File: src/rtl/pc_unit.sv
// Program-counter unit: holds the fetch address and selects the next one from
// exception, stall, return, jump, branch and sequential sources, with a circular RAS.
module pc_unit #(
  parameter int               WIDTH        = 32,
  parameter logic [WIDTH-1:0] RESET_VECTOR = 32'h0000_0000,
  parameter logic [WIDTH-1:0] EXC_VECTOR   = 32'h8000_0180,
  parameter int               INC          = 4,
  parameter int               RAS_DEPTH    = 4,
  localparam int              CW           = $clog2(RAS_DEPTH + 1)
) (
  input  logic             clk,
  input  logic             rst,
  input  logic             stall,
  input  logic             exc,
  input  logic             ret,
  input  logic             jump,
  input  logic             call,
  input  logic [WIDTH-1:0] jump_target,
  input  logic             branch_taken,
  input  logic [WIDTH-1:0] branch_target,
  output logic [WIDTH-1:0] address,
  output logic [WIDTH-1:0] next_address,
  output logic [WIDTH-1:0] pc_plus4,
  output logic             misaligned,
  output logic             ras_err,
  output logic [CW-1:0]    ras_count,
  output logic             ras_empty,
  output logic             ras_full
);

  localparam int PW = $clog2(RAS_DEPTH);

  logic [WIDTH-1:0] ras [RAS_DEPTH];
  logic [PW-1:0]    sp;
  logic [PW-1:0]    sp_inc;
  logic [PW-1:0]    sp_dec;
  logic [WIDTH-1:0] ras_top;
  logic [WIDTH-1:0] raw_target;
  logic             redirect;
  logic             do_push;
  logic             do_pop;
  logic             underflow;

  assign pc_plus4  = address + WIDTH'(INC);
  assign ras_empty = (ras_count == '0);
  assign ras_full  = (ras_count == CW'(RAS_DEPTH));

  // sp names the next free slot; explicit wrap keeps non-power-of-two depths circular
  assign sp_inc  = (sp == PW'(RAS_DEPTH - 1)) ? '0 : sp + 1'b1;
  assign sp_dec  = (sp == '0) ? PW'(RAS_DEPTH - 1) : sp - 1'b1;
  assign ras_top = ras[sp_dec];

  always_comb begin
    raw_target   = pc_plus4;
    redirect     = 1'b0;
    do_push      = 1'b0;
    do_pop       = 1'b0;
    underflow    = 1'b0;
    next_address = pc_plus4;
    if (rst) begin
      next_address = RESET_VECTOR;
    end else if (exc) begin
      next_address = EXC_VECTOR;
    end else if (stall) begin
      next_address = address;
    end else if (ret) begin
      if (ras_empty) begin
        underflow = 1'b1;
      end else begin
        raw_target = ras_top;
        redirect   = 1'b1;
        do_pop     = 1'b1;
      end
    end else if (jump) begin
      raw_target = jump_target;
      redirect   = 1'b1;
      do_push    = call;
    end else if (branch_taken) begin
      raw_target = branch_target;
      redirect   = 1'b1;
    end
    // redirect targets are word-aligned by dropping the two low bits
    if (redirect) begin
      next_address = {raw_target[WIDTH-1:2], 2'b00};
    end
  end

  always_ff @(posedge clk) begin
    if (rst) begin
      address    <= RESET_VECTOR;
      sp         <= '0;
      ras_count  <= '0;
      misaligned <= 1'b0;
      ras_err    <= 1'b0;
    end else begin
      address    <= next_address;
      misaligned <= redirect && (raw_target[1:0] != 2'b00);
      ras_err    <= underflow;
      if (do_push) begin
        ras[sp] <= pc_plus4;
        sp      <= sp_inc;
        if (!ras_full) begin
          ras_count <= ras_count + 1'b1;
        end
      end else if (do_pop) begin
        sp        <= sp_dec;
        ras_count <= ras_count - 1'b1;
      end
    end
  end

endmodule

File: config.mk
export PLATFORM = sky130hd
export DESIGN_NAME = pc_unit
export DESIGN_NICKNAME = d
export VERILOG_FILES = /design/src/rtl/pc_unit.sv
export SDC_FILE = /design/constraint.sdc
export NUM_CORES = 1
export LEC_CHECK = 0
export ABC_AREA = 0
export CAP_MARGIN = 25
export CORE_UTILIZATION = 53
export CTS_BUF_LIST = sky130_fd_sc_hd__clkbuf_4
export DETAILED_ROUTE_END_ITERATION = 7
export HOLD_SLACK_MARGIN = 0.12
export MAX_ROUTING_LAYER = met4
export PLACE_DENSITY = 0.83
export SYNTH_ARGS = -nofsm -noshare
export SYNTH_HDL_FRONTEND = slang
export SYNTH_SLANG_ARGS = --single-unit
export TNS_END_PERCENT = 20
File: constraint.sdc
create_clock -name clk -period 3.5 [get_ports clk]
set_input_delay 0.7 -clock clk [delete_from_list [all_inputs] [get_ports clk]]
set_output_delay 0.7 -clock clk [all_outputs]
set_load 0.03 [all_outputs]
==> Word level (Yosys, flattened, before mapping) <==
Memories as Yosys holds them, arrays and structs flattened.
Cells that the tools add are included.
{ "op_classes": {"add_sub_neg": 5, "multipliers": 0, "div_mod_pow": 0, "order_cmp": 0, "n_eq_ne": 3, "shift": 0, "muxes": 38, "bitwise_logic": 1, "n_reduce_logical": 7} }
{ "op_table": {"columns": ["op", "count"], "rows": [
  ["32-bit 2-to-1 mux", 11],
  ["32-bit by 3-bit adder with 32-bit output (second input constant)", 1],
  ["1-bit 2-to-1 mux", 20],
  ["3-bit 2-to-1 mux", 3],
  ["2-bit 2-to-1 mux", 4],
  ["2-bit nonzero test", 2],
  ["4-bit OR reduction", 1],
  ["3-bit by 1-bit adder with 3-bit output (second input constant)", 1],
  ["3-bit == test (second input constant)", 1],
  ["3-bit logical NOT", 1],
  ["3-bit by 1-bit subtractor with 3-bit output (second input constant)", 1],
  ["2-bit by 1-bit adder with 2-bit output (second input constant)", 1],
  ["2-bit == test (second input constant)", 1],
  ["2-bit logical NOT", 1],
  ["2-bit != test (second input constant)", 1],
  ["2-bit AND reduction", 1],
  ["2-bit by 1-bit subtractor with 2-bit output (second input constant)", 1],
  ["1-bit logical AND", 1],
  ["1-bit NOT", 1]
]} }
{ "totals": {"register_bits": 39, "latchBits": 0, "mem_bits_rw": 128, "romBits": 0, "output_inout_bits": 103, "wordCells": 60, "mem_count": 1} }
{ "mem_list": {"columns": ["name", "depth", "word_bits", "read_ports", "rd_clocked_by_memory_dff", "wr", "line_no", "rtl"], "rows": [
  ["ras", 4, 32, 1, 0, 1, "33", "logic [WIDTH-1:0] ras [RAS_DEPTH];"]
]} }

==> Longest topological paths before layout <==
An unclocked memory read counts as a cell.
{ "logic_depth": {"ltp_word": 10, "mapped_depth": 9, "depth_no_buf": 7} }

==> Worst setup path after synthesis <==
No wires, ideal clock.
{ "synth_timing": {"kind": "register to output", "startpoint": "reg address[2]", "endpoint": "out next_address[6]", "arrival_ns": 2.736, "t_required_ns": 2.800, "slack_ns": 0.064, "stages_incl_launch_ff": 7, "path_buffers": 1, "path_cell_list": "dfxtp_1 > ha_1 > and3_1 > buf_2 > xnor2_1 > a221oi_1 > a211oi_1"} }
{ "synth_between": {"elab_chain_len": 8} }
{ "synth_rtl": {"columns": ["item", "line_no", "rtl"], "rows": [
  ["from (decl)", "21", "output logic [WIDTH-1:0] address,"],
  ["from (signal assigned)", "96", "address <= next_address;"],
  ["32-bit by 3-bit adder with 32-bit output (*)", "44", "assign pc_plus4 = address + WIDTH'(INC);"],
  ["net pc_plus4[6]", "23", "output logic [WIDTH-1:0] pc_plus4,"],
  ["32-bit 2-to-1 mux", "78", "end else if (branch_taken) begin"],
  ["32-bit 2-to-1 mux", "74", "end else if (jump) begin"],
  ["32-bit 2-to-1 mux", "66", "end else if (ret) begin"],
  ["32-bit 2-to-1 mux", "64", "end else if (stall) begin"],
  ["32-bit 2-to-1 mux", "62", "end else if (exc) begin"],
  ["32-bit 2-to-1 mux", "60", "if (rst) begin"],
  ["32-bit 2-to-1 mux (*)", "83", "if (redirect) begin"],
  ["to (decl)", "22", "output logic [WIDTH-1:0] next_address,"]
]} }
The timed path passes the listed nets; every way through them passes the cells marked *.

==> Worst setup path after layout <==
{ "layout_timing": {"startpoint": "in ret", "endpoint": "out next_address[18]"} }
{ "layout_between": {"elab_chain_len": 5} }
{ "layout_rtl": {"columns": ["item", "line_no", "rtl"], "rows": [
  ["from (decl)", "15", "input logic ret,"],
  ["32-bit 2-to-1 mux or 1-bit 2-to-1 mux (tied branches)", "66", null],
  ["32-bit 2-to-1 mux or 1-bit 2-to-1 mux (tied branches)", "64", null],
  ["32-bit 2-to-1 mux or 1-bit 2-to-1 mux (tied branches)", "62", null],
  ["32-bit 2-to-1 mux or 1-bit 2-to-1 mux (tied branches)", "60", null],
  ["32-bit 2-to-1 mux (*)", "83", null]
]} }
Every way passes the cells marked *; elsewhere a longest branch is shown, timed or not.

==> qor.yml <==
finish:
  fin_util_pct: 76.00
  syn_to_final_growth_pct: 37.93
  final_nets: 949
  layout.cells.non_filler: 1069
  drive_gt1_share_pct: 31.45
  multi_input_area_um2: 3425
  regArea_um2: 4644
  fillers: 840
die:
  die-area_um2: 15780
  core_um2: 14700
  fp-row-count: 44
  start_util_pct: 55.10
  die_h_um: 125.6
  die_width_um: 125.6
  io_pins: 175
synthesis:
  synthDominantCellAreaShare_pct: 47.46
  ys.flop_type: "edfxtp_1"
  ys_ff_latch: 167
  synth_commonest_cells: "128 x edfxtp_1, 39 x dfxtp_1, 39 x nand2_1, 34 x a21oi_1, 34 x nor2_1"
  avgSynthCellArea_um2: 12.88
  syn_area_um2: 8099
  yosys_warnings: 0
  synth_area_leader_cell: "edfxtp_1"
  synth_area_leaders: "edfxtp_1 47%, dfxtp_1 9.6%, mux4_2 8.3%, xnor2_1 2.9%, a21oi_1 2.1%"
  syn_inst: 629
  yosysMostFrequentCell: "edfxtp_1"
  synth_nets: 707
  synth.distinct_cells: 71
  synth_edf_count: 128
  synth_seq_area_share_pct: 57.10
  synthArstFlopShare_pct: 0
setup_path:
  ff2ff_path_depth: 8
  crit_type: "in2out"
  cp-start-kind: "primary input"
  cp_max_fo: 13
  cp_data_arrival_time_ns: 2.90
  worstSetupEndpointType: "primary output"
  cp.required_ns: 2.80
grt:
  grt_first_pass_wirelength_um: 39320
  grt_max_degree: 31
  grt_util_all_layers_pct: 34.72
  antenna_found_initial: 1
  overflow: 0
  grt_pass1_vias: 7016
detailed_routing:
  routed_wl_um: 27370
  via_count: 7188
  drc_errors: 11
  met1Wirelength_um: 9352
  dr.pass1.iters: 8
  drt_iter0_markers: 1268
  ant_nets: 0
  top_layer: "met4"
  wl_met3_um: 3397
  vias_per_cell: 6.724
  wl_per_cell_um: 25.60
  wl_met2_um: 13190
run:
  max_cap_violations: 0
cts:
  ctsRootBufferMaster: "clkbuf_4"
  path_clk_slew_ns: 0.14
  cts_sinks: 167
  hold_buffers: 0
  clock_path_buffers: 2
  cts_made_buffers: 17
  htreeDepth: 4
  cts_tree: "built"
  clk_latency_ns: 0.58
timing:
  skew_ns: 0.02110
  worst_slew_pin_slew_ns: 0.5911
  rsz0062_at_grt: "yes"
  fmax_mhz: 278.1
  slew_headroom_pct: 60.18
  hold_ws_ns: 0.5489
  min_period_ns: 3.595
  setup_viol: 12
  fin_crit_sh_pct: 102.7
  hold_viol: 0
  setup_slack_ns: -0.09523
  drv_slew: 0
min_path:
  hold_class: "reg2reg"
  whs_path_depth: 2
power:
  netSwitchingFraction_pct: 26.91
  switchingPower_mw: 1.045
  seqPwrFrac_pct: 55.8
  intPower_mw: 2.837
  vdd_ir_drop_max_mv: 0.2519
  p_clk_share_pct: 28.6
  power_frac_comb_pct: 15.6
  cellPowerDensity_nw_per_um2: 347.5
  p_leak_nw: 3.984
status:
  status: "complete, but fails checks"
  violations: "DRC, setup timing"
place:
  gp_congestion: 0.9500
  placed_cells: 1017
  dp_hpwl_um: 18360
  portBuffers: 174
==> final timing paths <==
path / start / to / slack (ns)
max: ret / next_address[18] / -0.1
min: address[1] / address[1] / 0.55
max reg2reg: sp[0] / address[30] / 1.23
min reg2reg: address[1] / address[1] / 0.55
==> registers in the layout (all words and copies together) (netlist names) <==
name,cells
misaligned,1
ras,128
ras_count,3
sp,2
ras_err,1
address,32
==> cell usage in the layout, fill, tap and decap left out, drive strengths merged, types with 25 or more instances in the layout <==
cell type and n:
xnor2 27, dfxtp 39, nand2 39, nor2 36
o21ai 36, clkbuf 25, mux4 30, clkdlybuf4s50 121
buf 128, edfxtp 128, a21oi 34
==> cells by family (layout without fill, tap and decap cells) <==
kind of cell               Yosys count  in the layout  share of synthesized area, %
other                                0              1                             0
muxes                               35             35                         8.976
AOI/OAI and AO/OA                  171            171                         14.46
buffers and inverters               61            316                         3.893
and+or+nand+nor                    150            150                         10.34
adders and majority gates            6              6                         1.020
DFF                                167            167                         57.10
xor gates and xnor gates            39             39                         4.218
==> what timing repair did <==
item,in CTS,in global routing
pin swaps,2,16
setup endpoints to repair,54,44
resized for setup,67,66
setup buffers,12,7
gates cloned,1,0
==> final cells by class <==
type	count	share of cell area (%)
clock buffers	19	1.277
clock inverters	13	1.176
diodes	1	0.02240
well taps	184	2.061
inverters	15	0.5824
repair buffers	269	22.65
multi-input cells	401	30.66
flip-flops and latches	167	41.58
==> critical path, cell delays in order <==
cell             delay (ns)
clkdlybuf4s50_1        0.48
nor3_1                 0.34
a21oi_1                0.10
buf_4                  0.22
nor4b_1                0.50
o21ai_2                0.19
a21oi_2                0.18
buf_4                  0.17
==> power groups by stage <==
| stage | Combinational, mW | Sequential, mW | Clock (mW) |
|---|---|---|---|
| 2_1_floorplan | 0.237 | 2.23 | 0 |
| 3_3_place_gp | 0.545 | 2.21 | 0 |
| 3_5_place_dp | 0.556 | 2.21 | 0 |
| 4_1_cts | 0.567 | 2.17 | 1.11 |
| 5_1_grt | 0.623 | 2.17 | 1.18 |
| 6_report | 0.604 | 2.17 | 1.11 |
==> through the flow <==
| stage | setup TNS, ns | instance area [µm²] | setup slack, ns | total power [mW] |
|---|---|---|---|---|
| after CTS | -0.2958 | 10970 | -0.08293 | 3.845 |
| after global routing | -1.843 | 11170 | -0.2157 | 3.973 |
| after floorplan | 0 | 8099 | 0.06386 | 2.470 |
| after global placement | -0.02071 | 10410 | -0.02071 | 2.753 |
| after detailed placement | -0.08674 | 10410 | -0.08674 | 2.765 |
| final | -0.3658 | 11170 | -0.09523 | 3.882 |
==> metal layers <==
layer,track usage [%],up-vias
met2,54.80,683
li1,-,2970
met4,17.50,0
met3,7.052,144
met5,-,-
met1,42.77,3391
Power figures use the tool's default switching activity.
